**config.mk**
```make
export PLATFORM = sky130hd
export DESIGN_NAME = gtp_lane_align
export DESIGN_NICKNAME = d
export VERILOG_FILES = /design/src/rtl/gtp_lane_align.sv
export SDC_FILE = /design/constraint.sdc
export NUM_CORES = 1
export LEC_CHECK = 0
export ABC_CLOCK_PERIOD_IN_PS = 3600
export BUFFER_PORTS_ARGS = -buffer_cell sky130_fd_sc_hd__buf_4
export CAP_MARGIN = 20
export CORE_MARGIN = 2
export CORE_UTILIZATION = 57
export DETAILED_ROUTE_END_ITERATION = 8
export GPL_TIMING_DRIVEN = 0
export PLACE_DENSITY_LB_ADDON = 0.15
export SLEW_MARGIN = 20
export SYNTH_ARGS = -nofsm -noshare
export SYNTH_HDL_FRONTEND = slang
export SYNTH_HIERARCHICAL = 1
export SYNTH_SLANG_ARGS = --single-unit
```
**constraint.sdc**
```tcl
create_clock -name clk -period 3.6 [get_ports clk]
set_input_delay 0.72 -clock clk [delete_from_list [all_inputs] [get_ports clk]]
set_output_delay 0.72 -clock clk [all_outputs]
set_load 0.02 [all_outputs]
```
**src/rtl/gtp_lane_align.sv**
```systemverilog
// GTP RX post-processor: per-lane K28.5 comma alignment, lock qualification,
// byte-swap correction and windowed decode-error supervision.

module gtp_lane_align_lane #(
  parameter int          LOCK_CNT  = 16,
  parameter int          ERR_LIMIT = 4,
  parameter int          ERR_WIN   = 1024,
  parameter int          CW        = 16,
  parameter logic [7:0]  COMMA     = 8'hBC
) (
  input  logic          clk,
  input  logic          rst_n,
  input  logic [15:0]   i_rxdata,
  input  logic [1:0]    i_rxk,
  input  logic          i_rxerr,
  input  logic          i_err_clr,
  output logic [15:0]   o_data,
  output logic [1:0]    o_k,
  output logic          o_up,
  output logic [CW-1:0] o_err_cnt
);
  localparam int WW = $clog2(ERR_WIN);

  typedef enum logic [1:0] {LOS, ACQ, UP} st_t;

  st_t           r_st, w_st_nx;
  logic [7:0]    r_cnt, w_cnt_nx;
  logic          r_align, w_align_nx;
  logic [7:0]    r_werr, w_werr_nx;
  logic [WW-1:0] r_win;
  logic [15:0]   r_prev, r_data;
  logic [1:0]    r_prevk, r_k;
  logic          r_up;
  logic [CW-1:0] r_ecnt;

  logic          w_lo, w_hi, w_comma, w_calign, w_wrap;
  logic [8:0]    w_cnt_inc, w_werr_sum;

  // A word carrying commas in both bytes is treated as low-aligned.
  assign w_lo       = (i_rxdata[7:0] == COMMA) && i_rxk[0];
  assign w_hi       = (i_rxdata[15:8] == COMMA) && i_rxk[1];
  assign w_comma    = w_lo || w_hi;
  assign w_calign   = ~w_lo;
  assign w_wrap     = &r_win;
  assign w_cnt_inc  = {1'b0, r_cnt} + 9'd1;
  // The wrap cycle starts a fresh window; an error on it counts as the first.
  assign w_werr_sum = {1'b0, (w_wrap ? 8'd0 : r_werr)} + {8'd0, i_rxerr};

  always_comb begin
    w_st_nx    = r_st;
    w_cnt_nx   = r_cnt;
    w_align_nx = r_align;
    w_werr_nx  = '0;
    case (r_st)
      LOS: begin
        if (w_comma) begin
          w_st_nx    = ACQ;
          w_cnt_nx   = 8'd1;
          w_align_nx = w_calign;
        end
      end
      ACQ: begin
        if (i_rxerr) begin
          w_st_nx  = LOS;
          w_cnt_nx = 8'd0;
        end else if (w_comma) begin
          if (w_calign == r_align) begin
            w_cnt_nx = w_cnt_inc[7:0];
            if (w_cnt_inc == 9'(LOCK_CNT)) w_st_nx = UP;
          end else begin
            w_cnt_nx   = 8'd1;
            w_align_nx = w_calign;
          end
        end
      end
      UP: begin
        w_werr_nx = w_werr_sum[7:0];
        if (w_werr_sum >= 9'(ERR_LIMIT)) begin
          w_st_nx   = LOS;
          w_cnt_nx  = 8'd0;
          w_werr_nx = '0;
        end
      end
      default: w_st_nx = LOS;
    endcase
  end

  always_ff @(posedge clk or negedge rst_n) begin
    if (!rst_n) begin
      r_st    <= LOS;
      r_cnt   <= '0;
      r_align <= 1'b0;
      r_werr  <= '0;
      r_win   <= '0;
      r_up    <= 1'b0;
    end else begin
      r_st    <= w_st_nx;
      r_cnt   <= w_cnt_nx;
      r_align <= w_align_nx;
      r_werr  <= w_werr_nx;
      r_win   <= r_win + 1'b1;
      r_up    <= (w_st_nx == UP);
    end
  end

  // Swapped lanes take the low byte of this word over the high byte of the last.
  always_ff @(posedge clk or negedge rst_n) begin
    if (!rst_n) begin
      r_prev  <= '0;
      r_prevk <= '0;
      r_data  <= '0;
      r_k     <= '0;
    end else begin
      r_prev  <= i_rxdata;
      r_prevk <= i_rxk;
      r_data  <= r_align ? {i_rxdata[7:0], r_prev[15:8]} : i_rxdata;
      r_k     <= r_align ? {i_rxk[0], r_prevk[1]} : i_rxk;
    end
  end

  always_ff @(posedge clk or negedge rst_n) begin
    if (!rst_n)             r_ecnt <= '0;
    else if (i_err_clr)     r_ecnt <= CW'(i_rxerr);
    else if (i_rxerr && !(&r_ecnt)) r_ecnt <= r_ecnt + 1'b1;
  end

  assign o_data    = r_data;
  assign o_k       = r_k;
  assign o_up      = r_up;
  assign o_err_cnt = r_ecnt;
endmodule

module gtp_lane_align #(
  parameter int          NCH       = 4,
  parameter int          LOCK_CNT  = 16,
  parameter int          ERR_LIMIT = 4,
  parameter int          ERR_WIN   = 1024,
  parameter int          CW        = 16,
  parameter logic [7:0]  COMMA     = 8'hBC
) (
  input  logic              clk,
  input  logic              rst_n,
  input  logic [NCH*16-1:0] rxdata_i,
  input  logic [NCH*2-1:0]  rxcharisk_i,
  input  logic [NCH-1:0]    rxerr_i,
  input  logic              err_clr_i,
  output logic [NCH*16-1:0] data_o,
  output logic [NCH*2-1:0]  charisk_o,
  output logic [NCH-1:0]    valid_o,
  output logic [NCH-1:0]    link_up_o,
  output logic              all_up_o,
  output logic [NCH*CW-1:0] err_cnt_o
);
  logic [NCH-1:0] w_up;
  logic           r_all_up;

  for (genvar n = 0; n < NCH; n++) begin : g_lane
    gtp_lane_align_lane #(
      .LOCK_CNT (LOCK_CNT),
      .ERR_LIMIT(ERR_LIMIT),
      .ERR_WIN  (ERR_WIN),
      .CW       (CW),
      .COMMA    (COMMA)
    ) u_lane (
      .clk      (clk),
      .rst_n    (rst_n),
      .i_rxdata (rxdata_i[16*n +: 16]),
      .i_rxk    (rxcharisk_i[2*n +: 2]),
      .i_rxerr  (rxerr_i[n]),
      .i_err_clr(err_clr_i),
      .o_data   (data_o[16*n +: 16]),
      .o_k      (charisk_o[2*n +: 2]),
      .o_up     (w_up[n]),
      .o_err_cnt(err_cnt_o[CW*n +: CW])
    );
  end

  always_ff @(posedge clk or negedge rst_n) begin
    if (!rst_n) r_all_up <= 1'b0;
    else        r_all_up <= &w_up;
  end

  assign valid_o   = w_up;
  assign link_up_o = w_up;
  assign all_up_o  = r_all_up;
endmodule

```
==> impl_metrics.toml <==
[placed_design]
gp_congestion = 0.826
pre_cts_slack_ns = 0.316
hpwl_um = 20900
portBuffers = 223

[timing]
tightest_slew_ns = 0.858
finalHoldViolCount = 0
setup_tns_ns = 0
finalCriticalPeriod_ns = 3.19
finalSetupViolCount = 0
rsz0062_at_grt = "false"
finClkSkew_ns = 0.0180
finalMaxSlewViolations = 0
maxSlewHeadroom_pct = 42.0
setup_slack_ns = 0.407
clock.fmax_ghz = 0.313
finalCritPeriodShare_pct = 88.7

[outcome]
status = "complete, no violations"

[layout]
drive_gt1_share_pct = 26.8
area_growth_pct = 24.1
fin_util_pct = 71.8
fill_cells = 1704
register_area_um2 = 7330
multi_input_area_um2 = 5980
n_antenna_cell = 0
fin_nets = 1589

[die]
io_pins = 224
fp-row-count = 56
start_util_pct = 57.8
core_um2 = 23400
die_h_um = 158
fp.dieW_um = 158
dieArea_um2 = 25000

[clock_network]
cts_resized = 0
worstSkewPairLatency_ns = 0.54
hold_buffers = 0
clk_path_buf_depth = 3
clock_sinks = 293
htreeDepth = 1
numCtsBuffers = 30
tritoncts = "built"
root_buffer = "clkbuf_16"
cts.clk_slew.worst_paths_ns = 0.06

[synthesis]
netlist_area_um2 = 13500
synth_edf_count = 0
synth.distinct_cells = 95
ys_ff_latch = 293
async_flop_share_pct = 100
yosys_most_used_dff = "dfrtp_1"
yosys_warnings = 6
seq_area_frac_synth_pct = 54.2
netlist_instances = 1192
syn_area_per_cell_um2 = 11.4

[power]
power_frac_seq_pct = 46.6
clkPwrFrac_pct = 40.6
power.density_nw_per_um2 = 456
leakage_nw = 7.75
irDropWorstVdd_uv = 342
p_comb_share_pct = 12.8
p_sw_share_pct = 24.8
p_switching_mw = 1.90
p_int_mw = 5.76

[routing]
wl_per_cell_um = 16.0
dr.first_iter.drc_count = 540
antenna_left = 0
drc_errors = 0
via_count = 9960
viasPerCell = 5.49
dr.pass1.iters = 4
wirelength_um = 29100

[grt]
antenna_found_initial = 0
grt_max_degree = 82
grt_pass1_wl_um = 47200
grt-ovfl-total = 0
grt_pass1_vias = 9677
track_usage_pct = 23.1

[setup_path]
cp_data_arrival_time_ns = 3.61
path_class = "flip-flop to flip-flop"
r2r-start = "g_lane[3].u_lane/r_win[0]"
worstPathRequired_ns = 4.02
cp_max_fo = 10
endpoint_kind = "flip-flop"
crit_path_start = "g_lane[3].u_lane/r_win[0]"
start_kind = "flip-flop"

[min_path]
hold_class = "input port to asynchronous set/reset pin"

[flow_run]
maxCapViolCount = 0
==> worst max-delay path: stages (launching register included) <==
cell and delay [ns]:
dfrtp_1 0.37, ha_1 0.19, nand3_1 0.18, nor4_1 0.50, nor2b_1 0.14, ha_1 0.26, nor4b_1 0.31, and3_1 0.19
nor3_1 0.06, o2111ai_1 0.30, clkbuf_1 0.37, o21ai_1 0.12, o41ai_1 0.08
==> cells in the final DEF (no fill, tap or decap), types with 15 or more instances in the layout <==
master / n
and3_1: 32
mux2_2: 73
clkbuf_1: 19
o21ai_1: 16
a21oi_1: 25
nand2_1: 70
xor2_1: 58
clkbuf_16: 31
o21ai_0: 29
xnor2_1: 30
nor3_1: 17
nor2b_1: 15
conb_1: 24
buf_4: 228
nand4_1: 41
ha_1: 39
dfrtp_1: 293
nor2_1: 114
inv_1: 41
nand3_1: 53
==> repair_timing <==
item	in CTS	in global routing
endpoints found under the setup margin	0	1
endpoints found under the hold margin	0	0
buffers inserted	0	1
==> synth_stat cells (13+ instances only) <==
library cell / number / area [um^2]
nor2b_1: 15 / 93.8
nand4_1: 41 / 257
o31ai_1: 13 / 97.6
inv_1: 41 / 154
mux2_2: 73 / 822
nor3_1: 17 / 85.1
clkbuf_1: 15 / 56.3
and2_1: 13 / 81.3
dfrtp_1: 293 / 7330
nor2_1: 114 / 428
nand3_1: 53 / 265
o21ai_0: 29 / 145
a21oi_1: 25 / 125
xnor2_1: 30 / 263
xor2_1: 58 / 508
nand2_1: 70 / 263
and3_1: 32 / 200
ha_1: 39 / 488
o21ai_1: 16 / 80.1
==> routing by layer <==
layer / up-vias / GRT usage, % / routed length, um
met3: 32 / 4.16 / 1570
met4: 0 / 5.15 / 408
li1: 4810 / - / -
met2: 224 / 38.4 / 14100
met5: - / 0 / 0
met1: 4894 / 32.0 / 13000
==> area by class of cell <==
class | instances | area share [%]
sequential | 293 | 43.7
multi-input combinational | 849 | 35.6
timing repair buffer | 227 | 10.6
clock buffer | 39 | 5.04
tap | 319 | 2.38
clock inverter | 17 | 0.998
inverter | 41 | 0.916
buffer | 29 | 0.835
==> metrics by stage <==
stage	hold slack [ns]	total power, mW	cells	cell area [um^2]
finish	0.104	7.65	1814	16800
detailed placement	0.443	4.61	1757	15800
global placement	0.432	4.57	1754	15700
floorplan	0.421	4.15	1212	13600
global route	0.126	8.00	1814	16800
CTS	0.108	7.75	1813	16800
==> power groups by stage <==
stage / Sequential, mW / Combinational [mW] / Clock [mW]
after floorplan: 3.74 / 0.410 / 0
after global placement: 3.62 / 0.949 / 0
after detailed placement: 3.63 / 0.980 / 0
after CTS: 3.57 / 0.985 / 3.19
after global routing: 3.59 / 1.07 / 3.34
final: 3.57 / 0.978 / 3.11
==> logic make-up (layout without fill, tap and decap cells) <==
logic type | after synthesis | in the layout | share of synthesized area, %
XOR/XNOR | 88 | 88 | 5.70
multiplexers | 78 | 78 | 6.48
other | 4 | 24 | 0.111
flip-flops | 293 | 293 | 54.2
buffers and inverters | 70 | 353 | 2.17
adder cells (fa/ha/maj) | 39 | 39 | 3.61
AO/OA/AOI/OAI | 169 | 169 | 9.39
AND/OR/NAND/NOR | 451 | 451 | 18.4
==> final timing paths <==
path / end / depth (start not counted) / slack, ns
max: g_lane[3].u_lane/r_cnt[5] / 12 / 0.41
min reg2reg: g_lane[2].u_lane/r_win[0] / 1 / 0.45
min in group clk: g_lane[0].u_lane/r_prev[8] / 1 / 0.30
min: g_lane[2].u_lane/o_err_cnt[14] / 1 / 0.10
max reg2reg: g_lane[3].u_lane/r_cnt[5] / 12 / 0.41
max in group asynchronous: g_lane[0].u_lane/r_werr[1] / 3 / 2.36
==> registers in the layout (all words and copies together) (netlist names) <==
| signal | count |
|---|---|
| all_up_o | 1 |
| g_lane.u_lane/o_data | 64 |
| g_lane.u_lane/o_err_cnt | 64 |
| g_lane.u_lane/o_k | 8 |
| g_lane.u_lane/o_up | 4 |
| g_lane.u_lane/r_align | 4 |
| g_lane.u_lane/r_cnt | 32 |
| g_lane.u_lane/r_prev | 32 |
| g_lane.u_lane/r_prevk | 4 |
| g_lane.u_lane/r_st | 8 |
| g_lane.u_lane/r_werr | 32 |
| g_lane.u_lane/r_win | 40 |
Power figures use the tool's default switching activity.
